File: src/rtl/mips_core_pkg.sv
// Shared types and default IDs for the memory read arbiter.
// Also provides default ADDR_WIDTH / DATA_WIDTH macros when the build does not set them.
`ifndef ADDR_WIDTH
`define ADDR_WIDTH 32
`endif
`ifndef DATA_WIDTH
`define DATA_WIDTH 32
`endif

package mips_core_pkg;

    typedef enum logic [1:0] {
        IDLE = 2'd0,
        ADDR = 2'd1,
        DATA = 2'd2
    } arb_state_t;

    typedef enum logic {
        OWNER_I = 1'b0,
        OWNER_D = 1'b1
    } owner_t;

    localparam logic [3:0] I_ID_DEFAULT = 4'd0;
    localparam logic [3:0] D_ID_DEFAULT = 4'd1;

    function automatic logic [3:0] clamp_len(input logic [3:0] len, input logic [3:0] max_len);
        return (len > max_len) ? max_len : len;
    endfunction

endpackage

File: src/rtl/mem_read_arbiter_if.sv
// AXI-style read-address and read-data channel bundles.
// The slave modport is the side that answers a request (drives ARREADY, RDATA/RVALID/RID).
`ifndef ADDR_WIDTH
`define ADDR_WIDTH 32
`endif
`ifndef DATA_WIDTH
`define DATA_WIDTH 32
`endif

interface axi_read_address;
    logic [`ADDR_WIDTH-1:0] araddr;
    logic [3:0]             arlen;
    logic                   arvalid;
    logic                   arready;
    logic [3:0]             arid;

    modport master (output araddr, output arlen, output arvalid, output arid, input arready);
    modport slave  (input araddr, input arlen, input arvalid, input arid, output arready);
endinterface

interface axi_read_data;
    logic [`DATA_WIDTH-1:0] rdata;
    logic                   rvalid;
    logic                   rready;
    logic [3:0]             rid;

    modport master (input rdata, input rvalid, input rid, output rready);
    modport slave  (output rdata, output rvalid, output rid, input rready);
endinterface

File: src/rtl/mem_read_arbiter.sv
// Arbitrates i-cache and d-cache refill reads onto one memory read port, one burst at a time.
// Define MEM_READ_ARB_RR_EN for round-robin; otherwise the i-cache has fixed priority.
//
// state | meaning
// IDLE  | no burst in flight; pick a requester and latch its address/length
// ADDR  | present latched request to memory, wait for ARREADY
// DATA  | forward beats to the owner until the beat counter reaches zero
module mem_read_arbiter
    import mips_core_pkg::*;
#(
    parameter int         NUM_BEATS_MAX = 8,
    parameter logic [3:0] I_ID          = I_ID_DEFAULT,
    parameter logic [3:0] D_ID          = D_ID_DEFAULT
) (
    input logic            clk,
    input logic            rst_n,
    axi_read_address.slave i_read_address,
    axi_read_data.slave    i_read_data,
    axi_read_address.slave d_read_address,
    axi_read_data.slave    d_read_data,
    axi_read_address.master mem_read_address,
    axi_read_data.master   mem_read_data
);

    localparam logic [3:0] MAX_LEN = 4'(NUM_BEATS_MAX);

    arb_state_t             state, state_nxt;
    owner_t                 owner, owner_nxt;
    logic [`ADDR_WIDTH-1:0] addr_q, addr_nxt;
    logic [3:0]             len_q, len_nxt;
    logic [3:0]             cnt_q, cnt_nxt;
    logic                   pick_d;
    logic                   ar_accept;
    logic                   owner_rready;
    logic                   beat;
`ifdef MEM_READ_ARB_RR_EN
    owner_t                 last_q, last_nxt;
`endif

    always_comb begin
        pick_d = 1'b0;
`ifdef MEM_READ_ARB_RR_EN
        // On a tie the requester that did not win last time goes first.
        pick_d = d_read_address.arvalid &&
                 (!i_read_address.arvalid || (last_q == OWNER_I));
`else
        pick_d = d_read_address.arvalid && !i_read_address.arvalid;
`endif
    end

    assign owner_rready = (owner == OWNER_D) ? d_read_data.rready : i_read_data.rready;
    assign ar_accept    = (state == ADDR) && mem_read_address.arready;
    assign beat         = (state == DATA) && mem_read_data.rvalid && owner_rready;

    always_comb begin
        state_nxt = state;
        owner_nxt = owner;
        addr_nxt  = addr_q;
        len_nxt   = len_q;
        cnt_nxt   = cnt_q;
`ifdef MEM_READ_ARB_RR_EN
        last_nxt  = last_q;
`endif
        case (state)
            IDLE: begin
                if (i_read_address.arvalid || d_read_address.arvalid) begin
                    state_nxt = ADDR;
                    if (pick_d) begin
                        owner_nxt = OWNER_D;
                        addr_nxt  = d_read_address.araddr;
                        len_nxt   = clamp_len(d_read_address.arlen, MAX_LEN);
                    end else begin
                        owner_nxt = OWNER_I;
                        addr_nxt  = i_read_address.araddr;
                        len_nxt   = clamp_len(i_read_address.arlen, MAX_LEN);
                    end
                end
            end
            ADDR: begin
                if (ar_accept) begin
                    state_nxt = DATA;
                    // A zero-length request still moves one beat.
                    cnt_nxt   = (len_q == 4'd0) ? 4'd1 : len_q;
`ifdef MEM_READ_ARB_RR_EN
                    last_nxt  = owner;
`endif
                end
            end
            DATA: begin
                if (beat) begin
                    cnt_nxt = cnt_q - 4'd1;
                    if (cnt_q == 4'd1) begin
                        state_nxt = IDLE;
                    end
                end
            end
            default: state_nxt = IDLE;
        endcase
    end

    always_ff @(posedge clk) begin
        if (!rst_n) begin
            state  <= IDLE;
            owner  <= OWNER_I;
            addr_q <= '0;
            len_q  <= 4'd0;
            cnt_q  <= 4'd0;
`ifdef MEM_READ_ARB_RR_EN
            last_q <= OWNER_D;
`endif
        end else begin
            state  <= state_nxt;
            owner  <= owner_nxt;
            addr_q <= addr_nxt;
            len_q  <= len_nxt;
            cnt_q  <= cnt_nxt;
`ifdef MEM_READ_ARB_RR_EN
            last_q <= last_nxt;
`endif
        end
    end

    // Handshake outputs are gated by rst_n so nothing leaks while reset is asserted.
    assign mem_read_address.arvalid = rst_n && (state == ADDR);
    assign mem_read_address.araddr  = addr_q;
    assign mem_read_address.arlen   = len_q;
    assign mem_read_address.arid    = (owner == OWNER_D) ? D_ID : I_ID;

    assign i_read_address.arready = rst_n && ar_accept && (owner == OWNER_I);
    assign d_read_address.arready = rst_n && ar_accept && (owner == OWNER_D);

    assign i_read_data.rdata  = mem_read_data.rdata;
    assign i_read_data.rid    = mem_read_data.rid;
    assign i_read_data.rvalid = rst_n && (state == DATA) && (owner == OWNER_I) &&
                                mem_read_data.rvalid;
    assign d_read_data.rdata  = mem_read_data.rdata;
    assign d_read_data.rid    = mem_read_data.rid;
    assign d_read_data.rvalid = rst_n && (state == DATA) && (owner == OWNER_D) &&
                                mem_read_data.rvalid;

    // Stray beats outside DATA (or during reset) are accepted and discarded.
    assign mem_read_data.rready = (!rst_n || (state != DATA)) ? 1'b1 : owner_rready;

endmodule

File: src/flat_wrapper.sv
// flat-port wrapper written by rule: the top's interface ports become plain ports
module mem_read_arbiter_flat import mips_core_pkg::*;
#(
    parameter int         NUM_BEATS_MAX = 8,
    parameter logic [3:0] I_ID          = I_ID_DEFAULT,
    parameter logic [3:0] D_ID          = D_ID_DEFAULT
)
  (clk, rst_n, i_read_address_araddr, i_read_address_arlen, i_read_address_arvalid, i_read_address_arid, i_read_address_arready, i_read_data_rdata, i_read_data_rvalid, i_read_data_rid, i_read_data_rready, d_read_address_araddr, d_read_address_arlen, d_read_address_arvalid, d_read_address_arid, d_read_address_arready, d_read_data_rdata, d_read_data_rvalid, d_read_data_rid, d_read_data_rready, mem_read_address_araddr, mem_read_address_arlen, mem_read_address_arvalid, mem_read_address_arid, mem_read_address_arready, mem_read_data_rdata, mem_read_data_rvalid, mem_read_data_rid, mem_read_data_rready);
  axi_read_address i_read_address_i ();
  axi_read_data i_read_data_i ();
  axi_read_address d_read_address_i ();
  axi_read_data d_read_data_i ();
  axi_read_address mem_read_address_i ();
  axi_read_data mem_read_data_i ();
  input logic clk;
  input logic rst_n;
  input wire logic [$bits(i_read_address_i.araddr)-1:0] i_read_address_araddr;
  input wire logic [$bits(i_read_address_i.arlen)-1:0] i_read_address_arlen;
  input wire logic [$bits(i_read_address_i.arvalid)-1:0] i_read_address_arvalid;
  input wire logic [$bits(i_read_address_i.arid)-1:0] i_read_address_arid;
  output wire logic [$bits(i_read_address_i.arready)-1:0] i_read_address_arready;
  output wire logic [$bits(i_read_data_i.rdata)-1:0] i_read_data_rdata;
  output wire logic [$bits(i_read_data_i.rvalid)-1:0] i_read_data_rvalid;
  output wire logic [$bits(i_read_data_i.rid)-1:0] i_read_data_rid;
  input wire logic [$bits(i_read_data_i.rready)-1:0] i_read_data_rready;
  input wire logic [$bits(d_read_address_i.araddr)-1:0] d_read_address_araddr;
  input wire logic [$bits(d_read_address_i.arlen)-1:0] d_read_address_arlen;
  input wire logic [$bits(d_read_address_i.arvalid)-1:0] d_read_address_arvalid;
  input wire logic [$bits(d_read_address_i.arid)-1:0] d_read_address_arid;
  output wire logic [$bits(d_read_address_i.arready)-1:0] d_read_address_arready;
  output wire logic [$bits(d_read_data_i.rdata)-1:0] d_read_data_rdata;
  output wire logic [$bits(d_read_data_i.rvalid)-1:0] d_read_data_rvalid;
  output wire logic [$bits(d_read_data_i.rid)-1:0] d_read_data_rid;
  input wire logic [$bits(d_read_data_i.rready)-1:0] d_read_data_rready;
  output wire logic [$bits(mem_read_address_i.araddr)-1:0] mem_read_address_araddr;
  output wire logic [$bits(mem_read_address_i.arlen)-1:0] mem_read_address_arlen;
  output wire logic [$bits(mem_read_address_i.arvalid)-1:0] mem_read_address_arvalid;
  output wire logic [$bits(mem_read_address_i.arid)-1:0] mem_read_address_arid;
  input wire logic [$bits(mem_read_address_i.arready)-1:0] mem_read_address_arready;
  input wire logic [$bits(mem_read_data_i.rdata)-1:0] mem_read_data_rdata;
  input wire logic [$bits(mem_read_data_i.rvalid)-1:0] mem_read_data_rvalid;
  input wire logic [$bits(mem_read_data_i.rid)-1:0] mem_read_data_rid;
  output wire logic [$bits(mem_read_data_i.rready)-1:0] mem_read_data_rready;
  assign i_read_address_i.araddr = i_read_address_araddr;
  assign i_read_address_i.arlen = i_read_address_arlen;
  assign i_read_address_i.arvalid = i_read_address_arvalid;
  assign i_read_address_i.arid = i_read_address_arid;
  assign i_read_address_arready = i_read_address_i.arready;
  assign i_read_data_rdata = i_read_data_i.rdata;
  assign i_read_data_rvalid = i_read_data_i.rvalid;
  assign i_read_data_rid = i_read_data_i.rid;
  assign i_read_data_i.rready = i_read_data_rready;
  assign d_read_address_i.araddr = d_read_address_araddr;
  assign d_read_address_i.arlen = d_read_address_arlen;
  assign d_read_address_i.arvalid = d_read_address_arvalid;
  assign d_read_address_i.arid = d_read_address_arid;
  assign d_read_address_arready = d_read_address_i.arready;
  assign d_read_data_rdata = d_read_data_i.rdata;
  assign d_read_data_rvalid = d_read_data_i.rvalid;
  assign d_read_data_rid = d_read_data_i.rid;
  assign d_read_data_i.rready = d_read_data_rready;
  assign mem_read_address_araddr = mem_read_address_i.araddr;
  assign mem_read_address_arlen = mem_read_address_i.arlen;
  assign mem_read_address_arvalid = mem_read_address_i.arvalid;
  assign mem_read_address_arid = mem_read_address_i.arid;
  assign mem_read_address_i.arready = mem_read_address_arready;
  assign mem_read_data_i.rdata = mem_read_data_rdata;
  assign mem_read_data_i.rvalid = mem_read_data_rvalid;
  assign mem_read_data_i.rid = mem_read_data_rid;
  assign mem_read_data_rready = mem_read_data_i.rready;
  mem_read_arbiter #(.NUM_BEATS_MAX(NUM_BEATS_MAX), .I_ID(I_ID), .D_ID(D_ID)) u_core (.clk(clk), .rst_n(rst_n), .i_read_address(i_read_address_i), .i_read_data(i_read_data_i), .d_read_address(d_read_address_i), .d_read_data(d_read_data_i), .mem_read_address(mem_read_address_i), .mem_read_data(mem_read_data_i));
endmodule
File: config.mk
export PLATFORM = sky130hd
export DESIGN_NAME = mem_read_arbiter_flat
export DESIGN_NICKNAME = d
export VERILOG_FILES = /design/src/rtl/mips_core_pkg.sv /design/src/rtl/mem_read_arbiter_if.sv /design/src/rtl/mem_read_arbiter.sv /design/src/flat_wrapper.sv
export SDC_FILE = /design/constraint.sdc
export NUM_CORES = 1
export LEC_CHECK = 0
export ABC_CLOCK_PERIOD_IN_PS = 3100
export BUFFER_PORTS_ARGS = -buffer_cell sky130_fd_sc_hd__buf_2
export CAP_MARGIN = 25
export CORE_AREA = 4 4 92 94
export DETAILED_ROUTE_END_ITERATION = 16
export DIE_AREA = 0 0 96 98
export PLACE_DENSITY = 0.86
export SYNTH_ARGS = -nofsm -noshare
export SYNTH_HDL_FRONTEND = slang
export SYNTH_SLANG_ARGS = --single-unit
File: constraint.sdc
create_clock -name clk -period 3.1 [get_ports clk]
set_input_delay 0.31 -clock clk [delete_from_list [all_inputs] [get_ports clk]]
set_output_delay 0.31 -clock clk [all_outputs]
set_load 0.1 [all_outputs]
==> impl_results.rst <==
.. list-table::
   :header-rows: 1

   * - Metric
     - Value
   * - Post-CTS setup buffers
     - 0
   * - Power density over cell area
     - 1150 nW/um2
   * - GRT Residual Overflow
     - 0
   * - Top area cells in the synthesized netlist
     - sky130_fd_sc_hd__dfxtp_1 31%, sky130_fd_sc_hd__buf_4 21%, sky130_fd_sc_hd__o211a_1 13%, sky130_fd_sc_hd__mux2i_1 12%, sky130_fd_sc_hd__nand2_1 6.1%
   * - Normalized max-slew margin
     - 0.528
   * - Largest area contributor in the synthesized netlist
     - sky130_fd_sc_hd__dfxtp_1
   * - Initial antenna violation count
     - 0
   * - Final cell count without fillers
     - 460
   * - Final Max Tran Viols
     - 0
   * - Core Area
     - 7650 um2
   * - Nets@finish
     - 487
   * - Setup repair after global routing missed its margin
     - no
   * - Die Height
     - 98 um
   * - Number of storage elements in the synthesis netlist
     - 43
   * - Total number of clock tree sinks
     - 43
   * - Max clock buf depth
     - 2
   * - Vias in the first global route
     - 2307
   * - Peak supply drop
     - 0.685 mV
   * - Clock buffer count from CTS
     - 5
   * - Reported leakage power
     - 1.90 nW
   * - Crit path largest cell delay
     - 0.44 ns
   * - Share of post-route cells with drive strength above 1
     - 0.383
   * - Placement Rows
     - 32
   * - Maximum number of pins on one net before global-route repair
     - 49
   * - Clock tree skew after final layout
     - 0.0117 ns
   * - Synth Instances
     - 316
   * - Max H-tree Level
     - 2
   * - I/O pin count
     - 242
   * - Cell type of the slowest stage on the worst timing path
     - sky130_fd_sc_hd__buf_2
   * - Diode count
     - 0
   * - Final setup viols
     - 0
   * - Unique masters post-synth
     - 37
   * - Die span in x
     - between 90 and 100 um
   * - Area share of the largest cell type after synthesis
     - 0.306
   * - Area Growth Syn to Fin
     - 9.02%
   * - Netlist Area Pre-Place
     - 2820 um2
   * - Average wire per standard cell
     - 15.7 um
   * - Clock transition at the register clock pins on the worst setup and hold paths after CTS
     - 0.08 ns
   * - DP Cell Count
     - between 400 and 500
   * - Worst-path maximum fanout
     - 8
   * - Global-route usage over all layers
     - 0.147
   * - Average size of a mapped cell
     - between 8 and 9 um2
   * - Antenna Nets Post-Route
     - 0
   * - CTS tree
     - built
   * - Via count normalized by instance count
     - between 4 and 5
   * - Type of the worst min-delay path
     - in -> reg
   * - Vias
     - ~2300
   * - Total half-perimeter wirelength after legalization and detailed placement
     - 5940 um
   * - Highest Clock Rate
     - 0.497 GHz
   * - Routability Congestion
     - ~0.76
   * - Starting density of the core
     - 0.368
   * - Library cell used as clock root buffer
     - sky130_fd_sc_hd__clkbuf_8
   * - Fraction of the yosys area taken by sequential cells
     - 0.306
   * - Startpoint class of the critical path
     - register
   * - Crit path DAT
     - 1.70 ns
   * - Count of instances resized after the clock tree is built
     - 0
   * - Slew at the pin closest to its max-slew limit
     - 0.709 ns
   * - Synthesis warning total
     - 0
   * - Critical Path RT
     - 2.79 ns
   * - Port bufs
     - ~120
   * - Final worst path period share
     - 0.650
   * - Outcome
     - finished, final reports clean
   * - Clock latency on the worst-skew pair
     - 0.29 ns
   * - 1st-iter DRT viols
     - 45
   * - Total negative slack
     - 0 ns
   * - Hold-fix buffers at CTS
     - 0
   * - Critical path cell sequence
     - inv_1 -> ha_1 -> nand3_1 -> nor2_1 -> buf_2
   * - DRC viols
     - 0
   * - Category of the critical setup timing path
     - reg -> out
   * - Number of iterations in the first detailed-routing pass
     - 4
   * - Final Hold Violating Endpoints
     - 0
   * - Area of the die
     - 9410 um2
   * - Max-capacitance violation count
     - 0
   * - Crit end category
     - output port
   * - Global-route wire length before repair
     - 10900 um
   * - Final min period
     - 2.01 ns
   * - Total wirelength of the detailed-routed design
     - around 7200 um
==> path summary, 6_finish.rpt <==
path	startpoint	slack (ns)	to	cells after the start
worst max register to register	u_core.state[1]	1.23	u_core.mem_read_address.araddr[7]	7
worst max-delay path	u_core.state[0]	1.09	i_read_data_rvalid	5
worst min-delay path	d_read_address_arvalid	0.32	u_core.owner	3
worst min register to register	u_core.state[1]	0.49	u_core.state[1]	2
==> where the power goes <==
part	total, mW	internal, mW	switching (mW)
clock	0.513	0.322	0.191
combinational	2.14	0.449	1.69
sequential	0.861	0.741	0.120
total	3.52	1.51	2.00
==> routing by layer <==
| layer | track usage | share of wire | vias up |
|---|---|---|---|
| li1 | - | - | 1080 |
| met1 | 0.133 | 0.32 | 1024 |
| met2 | 0.286 | 0.55 | 138 |
| met3 | 0.0508 | 0.11 | 13 |
| met4 | 0.0558 | 0.020 | 0 |
| met5 | 0 | 0 | - |
==> metrics by stage <==
step / hold WS [ns] / util / instance area, um2 / setup slack (ns) / power, mW
after detailed placement: 0.479 / 0.384 / 2940 / 1.05 / 3.02
after CTS: 0.302 / 0.402 / 3070 / 1.06 / 3.55
after floorplan: 0.451 / - / 2820 / 0.0548 / 3.09
final: 0.320 / 0.402 / 3070 / 1.09 / 3.52
after global placement: 0.464 / 0.384 / 2940 / 1.13 / 2.97
after global routing: 0.316 / 0.402 / 3070 / 0.945 / 3.70
==> sequential cells by signal, summed over array words and instances (netlist names) <==
name	count
u_core.cnt_q	4
u_core.state	2
u_core.mem_read_address.araddr	32
u_core.mem_read_address.arlen	4
u_core.owner	1
==> worst max-delay path: cells and delay by family, from the launching register on <==
kind                       cells  cell delay [ns]
adders and majority gates      1             0.29
DFF                            1             0.34
and+or+nand+nor                2             0.25
buffers and inverters          2             0.53
==> placed cells by master (no fill, tap or decap), types with 2 or more instances in the layout <==
master,Yosys,routed
sky130_fd_sc_hd__buf_2,3,122
sky130_fd_sc_hd__nand2_1,46,46
sky130_fd_sc_hd__dfxtp_1,43,43
sky130_fd_sc_hd__o211a_1,36,36
sky130_fd_sc_hd__mux2i_1,35,35
sky130_fd_sc_hd__inv_1,10,10
sky130_fd_sc_hd__nor2_1,8,8
sky130_fd_sc_hd__ha_1,6,6
sky130_fd_sc_hd__clkbuf_8,1,5
sky130_fd_sc_hd__nand3_1,3,3
sky130_fd_sc_hd__nand3b_1,3,3
sky130_fd_sc_hd__o311ai_1,3,3
sky130_fd_sc_hd__a21oi_1,3,3
sky130_fd_sc_hd__nor3_1,3,3
sky130_fd_sc_hd__o31a_1,3,3
sky130_fd_sc_hd__o21ai_0,3,3
sky130_fd_sc_hd__conb_1,1,3
sky130_fd_sc_hd__bufinv_16,0,2
sky130_fd_sc_hd__buf_4,77,2
==> cell usage after synthesis <==
cell / n
sky130_fd_sc_hd__buf_4: 77
sky130_fd_sc_hd__nand2_1: 46
sky130_fd_sc_hd__dfxtp_1: 43
sky130_fd_sc_hd__o211a_1: 36
sky130_fd_sc_hd__mux2i_1: 35
sky130_fd_sc_hd__clkbuf_1: 10
sky130_fd_sc_hd__inv_1: 10
sky130_fd_sc_hd__nor2_1: 8
sky130_fd_sc_hd__ha_1: 6
sky130_fd_sc_hd__a21oi_1: 3
sky130_fd_sc_hd__buf_2: 3
sky130_fd_sc_hd__nand3_1: 3
sky130_fd_sc_hd__nand3b_1: 3
sky130_fd_sc_hd__nor3_1: 3
sky130_fd_sc_hd__o21ai_0: 3
sky130_fd_sc_hd__o311ai_1: 3
sky130_fd_sc_hd__o31a_1: 3
sky130_fd_sc_hd__buf_6: 2
sky130_fd_sc_hd__a21boi_1: 1
sky130_fd_sc_hd__a21oi_2: 1
sky130_fd_sc_hd__a22oi_1: 1
sky130_fd_sc_hd__and2_1: 1
sky130_fd_sc_hd__clkbuf_8: 1
sky130_fd_sc_hd__conb_1: 1
sky130_fd_sc_hd__mux2_4: 1
sky130_fd_sc_hd__nand2b_1: 1
sky130_fd_sc_hd__nand4_1: 1
sky130_fd_sc_hd__nor2_2: 1
sky130_fd_sc_hd__nor2b_1: 1
sky130_fd_sc_hd__o211ai_1: 1
sky130_fd_sc_hd__o21a_1: 1
sky130_fd_sc_hd__o21ai_1: 1
sky130_fd_sc_hd__o22ai_1: 1
sky130_fd_sc_hd__o31ai_1: 1
sky130_fd_sc_hd__or2_2: 1
sky130_fd_sc_hd__or2b_1: 1
sky130_fd_sc_hd__or3_1: 1
==> final cells by class <==
class,count,area (um2)
well taps,102,128
flip-flops and latches,43,861
inverters,10,37.5
fillers,766,4580
clock inverters,2,60.1
multi-input cells,172,1270
clock buffers,6,72.6
repair buffers,125,646
==> kinds of logic after synthesis <==
family                     after synthesis  share of synthesized area
buffers and inverters                  103                      0.250
and+or+nand+nor                         71                      0.109
AOI/OAI and AO/OA                       56                      0.178
DFF                                     43                      0.306
muxes                                   36                      0.130
adders and majority gates                6                     0.0267
other                                    1                    0.00133
(Power assumes the default switching activity.)
